### src/rtl/ac_table_writer_if.sv
// Host record stream plus goto/failure table write ports for the Aho-Corasick table loader.
interface ac_table_writer_if #(
    parameter int unsigned AW = 5
);
    logic          start;
    logic [7:0]    din;
    logic          din_valid;
    logic          din_ready;
    logic          goto_we;
    logic [AW-1:0] goto_addr;
    logic [7:0]    goto_cur;
    logic [3:0]    goto_chara;
    logic [7:0]    goto_next;
    logic          fail_we;
    logic [AW-1:0] fail_addr;
    logic [7:0]    fail_data;
    logic          busy;
    logic          done;
    logic          err;
    logic [AW:0]   goto_count;

    modport master (
        output start, din, din_valid,
        input  din_ready, goto_we, goto_addr, goto_cur, goto_chara, goto_next,
        input  fail_we, fail_addr, fail_data, busy, done, err, goto_count
    );

    modport slave (
        input  start, din, din_valid,
        output din_ready, goto_we, goto_addr, goto_cur, goto_chara, goto_next,
        output fail_we, fail_addr, fail_data, busy, done, err, goto_count
    );
endinterface

### src/rtl/ac_table_writer.sv
// Aho-Corasick table loader: clears goto/failure RAMs, then writes records parsed
// from a byte-serial stream (0x01 goto, 0x02 failure, 0xFF end).
module ac_table_writer #(
    parameter int unsigned GOTO_DEPTH = 32,
    parameter int unsigned FAIL_DEPTH = 32,
    parameter int unsigned AW         = 5
) (
    input  logic               clk,
    input  logic               rst_n,
    ac_table_writer_if.slave   bus
);

    localparam int unsigned CLR_DEPTH = (GOTO_DEPTH > FAIL_DEPTH) ? GOTO_DEPTH : FAIL_DEPTH;
    localparam int unsigned CW        = AW + 1;

    typedef enum logic [3:0] {
        S_IDLE, S_CLEAR, S_CMD, S_G0, S_G1, S_G2, S_GW, S_F0, S_F1, S_FW, S_FIN
    } state_e;

    state_e        state_q, state_d;
    logic [CW-1:0] clr_q, clr_d;
    logic [7:0]    cur_q, cur_d;
    logic [7:0]    chara_q, chara_d;
    logic [7:0]    fst_q, fst_d;

    logic          ready_q, ready_d;
    logic          gwe_q, gwe_d;
    logic [AW-1:0] gaddr_q, gaddr_d;
    logic [7:0]    gcur_q, gcur_d;
    logic [3:0]    gchara_q, gchara_d;
    logic [7:0]    gnext_q, gnext_d;
    logic          fwe_q, fwe_d;
    logic [AW-1:0] faddr_q, faddr_d;
    logic [7:0]    fdata_q, fdata_d;
    logic          busy_q, busy_d;
    logic          done_q, done_d;
    logic          err_q, err_d;
    logic [AW:0]   gcnt_q, gcnt_d;

    logic          accept;
    logic          clr_wr;
    logic [CW-1:0] clr_idx;

    assign accept = bus.din_valid && ready_q;

    // State and registered outputs
    always_ff @(posedge clk or negedge rst_n) begin
        if (!rst_n) begin
            state_q  <= S_IDLE;
            clr_q    <= '0;
            cur_q    <= '0;
            chara_q  <= '0;
            fst_q    <= '0;
            ready_q  <= 1'b0;
            gwe_q    <= 1'b0;
            gaddr_q  <= '0;
            gcur_q   <= '0;
            gchara_q <= '0;
            gnext_q  <= '0;
            fwe_q    <= 1'b0;
            faddr_q  <= '0;
            fdata_q  <= '0;
            busy_q   <= 1'b0;
            done_q   <= 1'b0;
            err_q    <= 1'b0;
            gcnt_q   <= '0;
        end else begin
            state_q  <= state_d;
            clr_q    <= clr_d;
            cur_q    <= cur_d;
            chara_q  <= chara_d;
            fst_q    <= fst_d;
            ready_q  <= ready_d;
            gwe_q    <= gwe_d;
            gaddr_q  <= gaddr_d;
            gcur_q   <= gcur_d;
            gchara_q <= gchara_d;
            gnext_q  <= gnext_d;
            fwe_q    <= fwe_d;
            faddr_q  <= faddr_d;
            fdata_q  <= fdata_d;
            busy_q   <= busy_d;
            done_q   <= done_d;
            err_q    <= err_d;
            gcnt_q   <= gcnt_d;
        end
    end

    // Next state and next output values; write strobes are single-cycle pulses
    always_comb begin
        state_d  = state_q;
        clr_d    = clr_q;
        cur_d    = cur_q;
        chara_d  = chara_q;
        fst_d    = fst_q;
        gwe_d    = 1'b0;
        gaddr_d  = gaddr_q;
        gcur_d   = gcur_q;
        gchara_d = gchara_q;
        gnext_d  = gnext_q;
        fwe_d    = 1'b0;
        faddr_d  = faddr_q;
        fdata_d  = fdata_q;
        busy_d   = busy_q;
        done_d   = done_q;
        err_d    = err_q;
        gcnt_d   = gcnt_q;
        clr_wr   = 1'b0;
        clr_idx  = '0;

        unique case (state_q)
            S_IDLE, S_FIN: begin
                if (bus.start) begin
                    state_d = S_CLEAR;
                    clr_wr  = 1'b1;
                    clr_idx = '0;
                    clr_d   = CW'(1);
                    busy_d  = 1'b1;
                    done_d  = 1'b0;
                    err_d   = 1'b0;
                    gcnt_d  = '0;
                end
            end
            S_CLEAR: begin
                if (clr_q == CW'(CLR_DEPTH)) begin
                    state_d = S_CMD;
                end else begin
                    clr_wr  = 1'b1;
                    clr_idx = clr_q;
                    clr_d   = clr_q + CW'(1);
                end
            end
            S_CMD: begin
                if (accept) begin
                    unique case (bus.din)
                        8'h01:   state_d = S_G0;
                        8'h02:   state_d = S_F0;
                        8'hFF: begin
                            state_d = S_FIN;
                            done_d  = 1'b1;
                            busy_d  = 1'b0;
                        end
                        default: err_d = 1'b1;
                    endcase
                end
            end
            S_G0: begin
                if (accept) begin
                    cur_d   = bus.din;
                    state_d = S_G1;
                end
            end
            S_G1: begin
                if (accept) begin
                    chara_d = bus.din;
                    state_d = S_G2;
                end
            end
            S_G2: begin
                // Write is launched on the last byte so the strobe lands in GW
                if (accept) begin
                    state_d = S_GW;
                    if (chara_q[7:4] == 4'd0 && 32'(gcnt_q) < GOTO_DEPTH) begin
                        gwe_d    = 1'b1;
                        gaddr_d  = AW'(gcnt_q);
                        gcur_d   = cur_q;
                        gchara_d = chara_q[3:0];
                        gnext_d  = bus.din;
                        gcnt_d   = gcnt_q + (AW+1)'(1);
                    end else begin
                        err_d = 1'b1;
                    end
                end
            end
            S_GW: state_d = S_CMD;
            S_F0: begin
                if (accept) begin
                    fst_d   = bus.din;
                    state_d = S_F1;
                end
            end
            S_F1: begin
                // Failure states are 1-based in the stream; the table is 0-based
                if (accept) begin
                    state_d = S_FW;
                    if (fst_q == 8'd0 || 32'(fst_q) > FAIL_DEPTH) begin
                        err_d = 1'b1;
                    end else begin
                        fwe_d   = 1'b1;
                        faddr_d = AW'(fst_q - 8'd1);
                        fdata_d = bus.din;
                    end
                end
            end
            S_FW:    state_d = S_CMD;
            default: state_d = S_IDLE;
        endcase

        if (clr_wr) begin
            gwe_d    = 32'(clr_idx) < GOTO_DEPTH;
            fwe_d    = 32'(clr_idx) < FAIL_DEPTH;
            gaddr_d  = AW'(clr_idx);
            faddr_d  = AW'(clr_idx);
            gcur_d   = 8'hFF;
            gchara_d = 4'd0;
            gnext_d  = 8'd0;
            fdata_d  = 8'd0;
        end
    end

    always_comb begin
        unique case (state_d)
            S_CMD, S_G0, S_G1, S_G2, S_F0, S_F1: ready_d = 1'b1;
            default:                             ready_d = 1'b0;
        endcase
    end

    assign bus.din_ready  = ready_q;
    assign bus.goto_we    = gwe_q;
    assign bus.goto_addr  = gaddr_q;
    assign bus.goto_cur   = gcur_q;
    assign bus.goto_chara = gchara_q;
    assign bus.goto_next  = gnext_q;
    assign bus.fail_we    = fwe_q;
    assign bus.fail_addr  = faddr_q;
    assign bus.fail_data  = fdata_q;
    assign bus.busy       = busy_q;
    assign bus.done       = done_q;
    assign bus.err        = err_q;
    assign bus.goto_count = gcnt_q;

endmodule

### src/flat_wrapper.sv
// flat-port wrapper written by rule: the top's interface ports become plain ports
module ac_table_writer_flat 
#(
    parameter int unsigned GOTO_DEPTH = 32,
    parameter int unsigned FAIL_DEPTH = 32,
    parameter int unsigned AW         = 5
)
  (clk, rst_n, bus_start, bus_din, bus_din_valid, bus_din_ready, bus_goto_we, bus_goto_addr, bus_goto_cur, bus_goto_chara, bus_goto_next, bus_fail_we, bus_fail_addr, bus_fail_data, bus_busy, bus_done, bus_err, bus_goto_count);
  ac_table_writer_if #(.AW(AW)) bus_i ();
  input  logic clk;
  input  logic rst_n;
  input wire logic [$bits(bus_i.start)-1:0] bus_start;
  input wire logic [$bits(bus_i.din)-1:0] bus_din;
  input wire logic [$bits(bus_i.din_valid)-1:0] bus_din_valid;
  output wire logic [$bits(bus_i.din_ready)-1:0] bus_din_ready;
  output wire logic [$bits(bus_i.goto_we)-1:0] bus_goto_we;
  output wire logic [$bits(bus_i.goto_addr)-1:0] bus_goto_addr;
  output wire logic [$bits(bus_i.goto_cur)-1:0] bus_goto_cur;
  output wire logic [$bits(bus_i.goto_chara)-1:0] bus_goto_chara;
  output wire logic [$bits(bus_i.goto_next)-1:0] bus_goto_next;
  output wire logic [$bits(bus_i.fail_we)-1:0] bus_fail_we;
  output wire logic [$bits(bus_i.fail_addr)-1:0] bus_fail_addr;
  output wire logic [$bits(bus_i.fail_data)-1:0] bus_fail_data;
  output wire logic [$bits(bus_i.busy)-1:0] bus_busy;
  output wire logic [$bits(bus_i.done)-1:0] bus_done;
  output wire logic [$bits(bus_i.err)-1:0] bus_err;
  output wire logic [$bits(bus_i.goto_count)-1:0] bus_goto_count;
  assign bus_i.start = bus_start;
  assign bus_i.din = bus_din;
  assign bus_i.din_valid = bus_din_valid;
  assign bus_din_ready = bus_i.din_ready;
  assign bus_goto_we = bus_i.goto_we;
  assign bus_goto_addr = bus_i.goto_addr;
  assign bus_goto_cur = bus_i.goto_cur;
  assign bus_goto_chara = bus_i.goto_chara;
  assign bus_goto_next = bus_i.goto_next;
  assign bus_fail_we = bus_i.fail_we;
  assign bus_fail_addr = bus_i.fail_addr;
  assign bus_fail_data = bus_i.fail_data;
  assign bus_busy = bus_i.busy;
  assign bus_done = bus_i.done;
  assign bus_err = bus_i.err;
  assign bus_goto_count = bus_i.goto_count;
  ac_table_writer #(.GOTO_DEPTH(GOTO_DEPTH), .FAIL_DEPTH(FAIL_DEPTH), .AW(AW)) u_core (.clk(clk), .rst_n(rst_n), .bus(bus_i));
endmodule
### config.mk
export PLATFORM = sky130hd
export DESIGN_NAME = ac_table_writer_flat
export DESIGN_NICKNAME = d
export VERILOG_FILES = /design/src/rtl/ac_table_writer_if.sv /design/src/rtl/ac_table_writer.sv /design/src/flat_wrapper.sv
export SDC_FILE = /design/constraint.sdc
export NUM_CORES = 1
export LEC_CHECK = 0
export BUFFER_PORTS_ARGS = -buffer_cell sky130_fd_sc_hd__buf_2
export CORE_MARGIN = 2
export CORE_UTILIZATION = 61
export DETAILED_ROUTE_END_ITERATION = 8
export PLACE_DENSITY = 0.85
export SYNTH_ARGS = -nofsm -noshare
export SYNTH_HDL_FRONTEND = slang
export SYNTH_SLANG_ARGS = --single-unit
### constraint.sdc
create_clock -name clk -period 6.03 [get_ports clk]
set_input_delay 0.603 -clock clk [delete_from_list [all_inputs] [get_ports clk]]
set_output_delay 0.603 -clock clk [all_outputs]
set_load 0.005 [all_outputs]
==> results_dict.tcl <==
set metrics [dict create \
    synth_seq_cells 84 \
    p_leak_nw 2.05 \
    fin_worst_skew_ns 0.00765 \
    grt_first_pass_wirelength_mm 14.7 \
    finalSetupTns_ns 0 \
    critPathKind "flip-flop to flip-flop" \
    cts_hold_buf 0 \
    arrival_ns 2.77 \
    placedInstanceArea_mm2 0.00419 \
    tightestPinTransition_ns 1.02 \
    cts_tree "built" \
    finalNetCount 444 \
    endpoint "u_core.bus.fail_addr[4]" \
    required_ns 6.28 \
    cp-end-kind "flip-flop" \
    cap_violations 0 \
    maxSlewHeadroom_pct 32.2 \
    critPathMaxFanout 27 \
    worstReg2RegEnd "u_core.bus.fail_addr[4]" \
    numPortBuffers 61 \
    dr_total_vias 3086 \
    slowest_stage "and4_1" \
    grt_max_degree 85 \
    startpoint_type "flip-flop" \
    r2r_slack_ns 3.51 \
    insertion_delay_ns 0.36 \
    wirelength_mm 8.67 \
    postCtsSetupBuffers 0 \
    drtAntennaViolNets 0 \
    synth_top_area_share_pct 54.2 \
    hold_viol 0 \
    antenna_found_initial 0 \
    numCtsBuffers 9 \
    initial_utilization_pct 62.2 \
    netlist_top_cells_area "dfrtp_1 54%, mux2_2 6.4%, nand2_1 5.3%" \
    synth_top_family_by_area "simple AND/OR/NAND/NOR gates" \
    antenna_cells 0 \
    routedWlPerCell_um 17.0 \
    synth_cell_types 55 \
    dp_hpwl_mm 5.78 \
    setup_slack_ns 3.51 \
    synthesis.nets 395 \
    grt_pass1_vias 2985 \
    yosys.area_share.adder_pct 1.29 \
    dieArea_mm2 0.00702 \
    die_w_um 83.8 \
    pwr_density_cell_mw_per_mm2 433 \
    syn2layout_area_growth_pct 13.4 \
    synth_flop_cell "dfrtp_1" \
    r2r_cells 7 \
    r2r-start "u_core.fst_q[0]" \
    synth-xor-area-share_pct 2.48 \
    worstPathCellList "inv_1, ha_1, nor4b_1, xnor2_1, and4_1, a21oi_1, o32a_1" \
    rows 29 \
    hold_ws_ns 0.387 \
    drive_above_1_share_pct 26.1 \
    vias_per_cell 6.05 \
    drtIter0Drc 278 \
    synthArstFlopShare_pct 100 \
    dp.cells 494 \
    synthSimpleGateAreaFrac_pct 19.3 \
    place_ws_ns 3.54 \
    ys_warn_count 0 \
    cp.depth 7 \
    synth.avg_cell_area_um2 10.2 \
    gp_congestion 0.907 \
    max_stage_delay_ns 0.75 \
    final_cell_area_mm2 0.00440 \
    hp-class "input pin to asynchronous set/reset pin" \
    grt_usage_pct 26.6 \
    io_pins 62 \
    rsz0062_at_grt "false" \
    dr.pass1.iters 5 \
    ctsResizeCount 0 \
    report.final.slew_viol_count 0 \
    ctsRootBufferMaster "clkbuf_8" \
    core_area_mm2 0.00624 \
    fin_crit_sh_pct 41.8 \
    status "complete, no violations" \
    cts_sinks 84 \
    die_h_um 83.8 \
    seq_area_frac_synth_pct 54.2 \
    grt-ovfl-total 0 \
    h-tree-depth 3 \
    drc 0 \
    ir_drop_v 0.000263 \
    power.total_mw 1.91 \
    synth_compound_area_share_pct 12.4 \
    period_minus_slack_ns 2.52 \
    synth_mux_area_share_pct 6.38 \
    fmax_mhz 396 \
    cts_buffer_depth 2 \
    synthesis.area_mm2 0.00388 \
    synth_edf_count 0 \
    synth_top_cell_by_area "dfrtp_1" \
    crit_path_start "u_core.fst_q[0]" \
    worst-path-buf-inv 1 \
    layoutNonFillerInstCount 510 \
    cts.clk_slew.worst_paths_ns 0.09 \
    nFillCells 484 \
    synthCells 379 \
    setup_violations 0 \
    critPathTopFamily "simple AND/OR/NAND/NOR gates" \
    fin_util_pct 70.5 \
]
logic make-up (layout without fill, tap and decap cells):
group / after synthesis / in the layout
AOI/OAI and AO/OA: 76 / 76
xor gates and xnor gates: 11 / 11
adders and majority gates: 4 / 4
buffers and inverters: 36 / 90
DFF: 84 / 84
muxes: 22 / 22
and+or+nand+nor: 146 / 146
cell usage after synthesis, drive strengths merged (3+ instances only):
library cell,number
ha,4
nand3,7
dfrtp,84
xnor2,4
clkbuf,18
o21ai,34
buf,8
or3,3
or4,3
nand4,8
inv,10
a221oi,4
nand2b,5
mux2,22
xor2,7
nor4,3
nor4b,4
and2,3
nor2,37
nand2,55
a21boi,3
a21oi,13
nor3,7
worst reg2reg max path, cell delays in order (launching register included):
cell     delay (ns)
dfrtp_1        0.41
inv_1          0.08
ha_1           0.20
nor4b_1        0.43
xnor2_1        0.19
and4_1         0.75
a21oi_1        0.16
o32a_1         0.19
how the worst min path moves through the flow:
stage	from	end	depth (start not counted)
floorplan	rst_n	u_core.bus.busy	0
global placement	u_core.chara_q[2]	u_core.bus.goto_chara[2]	2
detailed placement	u_core.chara_q[3]	u_core.bus.goto_chara[3]	2
CTS	rst_n	u_core.state_q[1]	1
global route	rst_n	u_core.bus.busy	1
finish	rst_n	u_core.bus.done	1
sequential cells by signal, indices dropped and copies added (netlist names):
register               count
u_core.bus.done            1
u_core.bus.fail_data       8
u_core.bus.goto_addr       5
u_core.cur_q               8
u_core.bus.goto_chara      4
u_core.bus.fail_we         1
u_core.bus.din_ready       1
u_core.state_q             4
u_core.bus.goto_we         1
u_core.chara_q             8
u_core.bus.goto_cur        8
u_core.bus.fail_addr       5
u_core.bus.goto_count      6
u_core.fst_q               8
u_core.bus.err             1
u_core.bus.goto_next       8
u_core.bus.busy            1
u_core.clr_q               6
metal layers:
layer	wire, um	vias up	track usage [%]
met2	4260	111	42.5
met5	0	-	0
met4	114	0	8.65
li1	-	1420	-
met3	484	13	5.04
met1	3810	1542	37.1
report_power, final:
group	internal [mW]	total, mW	switching (mW)
combinational	0.285	0.615	0.329
sequential	0.725	0.874	0.149
clock	0.205	0.417	0.211
total	1.22	1.91	0.690
cell usage in the layout, fill, tap and decap left out, types with 5 or more instances in the layout:
| cell type | count |
|---|---|
| o21ai_0 | 32 |
| dfrtp_1 | 84 |
| buf_2 | 60 |
| clkbuf_8 | 10 |
| nor3_1 | 6 |
| nand2_1 | 55 |
| inv_1 | 10 |
| nor2_1 | 37 |
| nand4_1 | 8 |
| a21oi_1 | 13 |
| nand2b_1 | 5 |
| xor2_1 | 7 |
| mux2_2 | 22 |
| nand3_1 | 7 |
area by class of cell:
class | count | area, um2 | share of cell area, %
repair buffers | 64 | 330 | 7.51
clock inverters | 6 | 71.3 | 1.62
inverters | 10 | 37.5 | 0.853
clock buffers | 10 | 138 | 3.13
well taps | 77 | 96.3 | 2.19
flip-flops and latches | 84 | 2100 | 47.8
multi-input cells | 259 | 1630 | 36.9
Note: power is estimated with default switching activity, not from simulation.
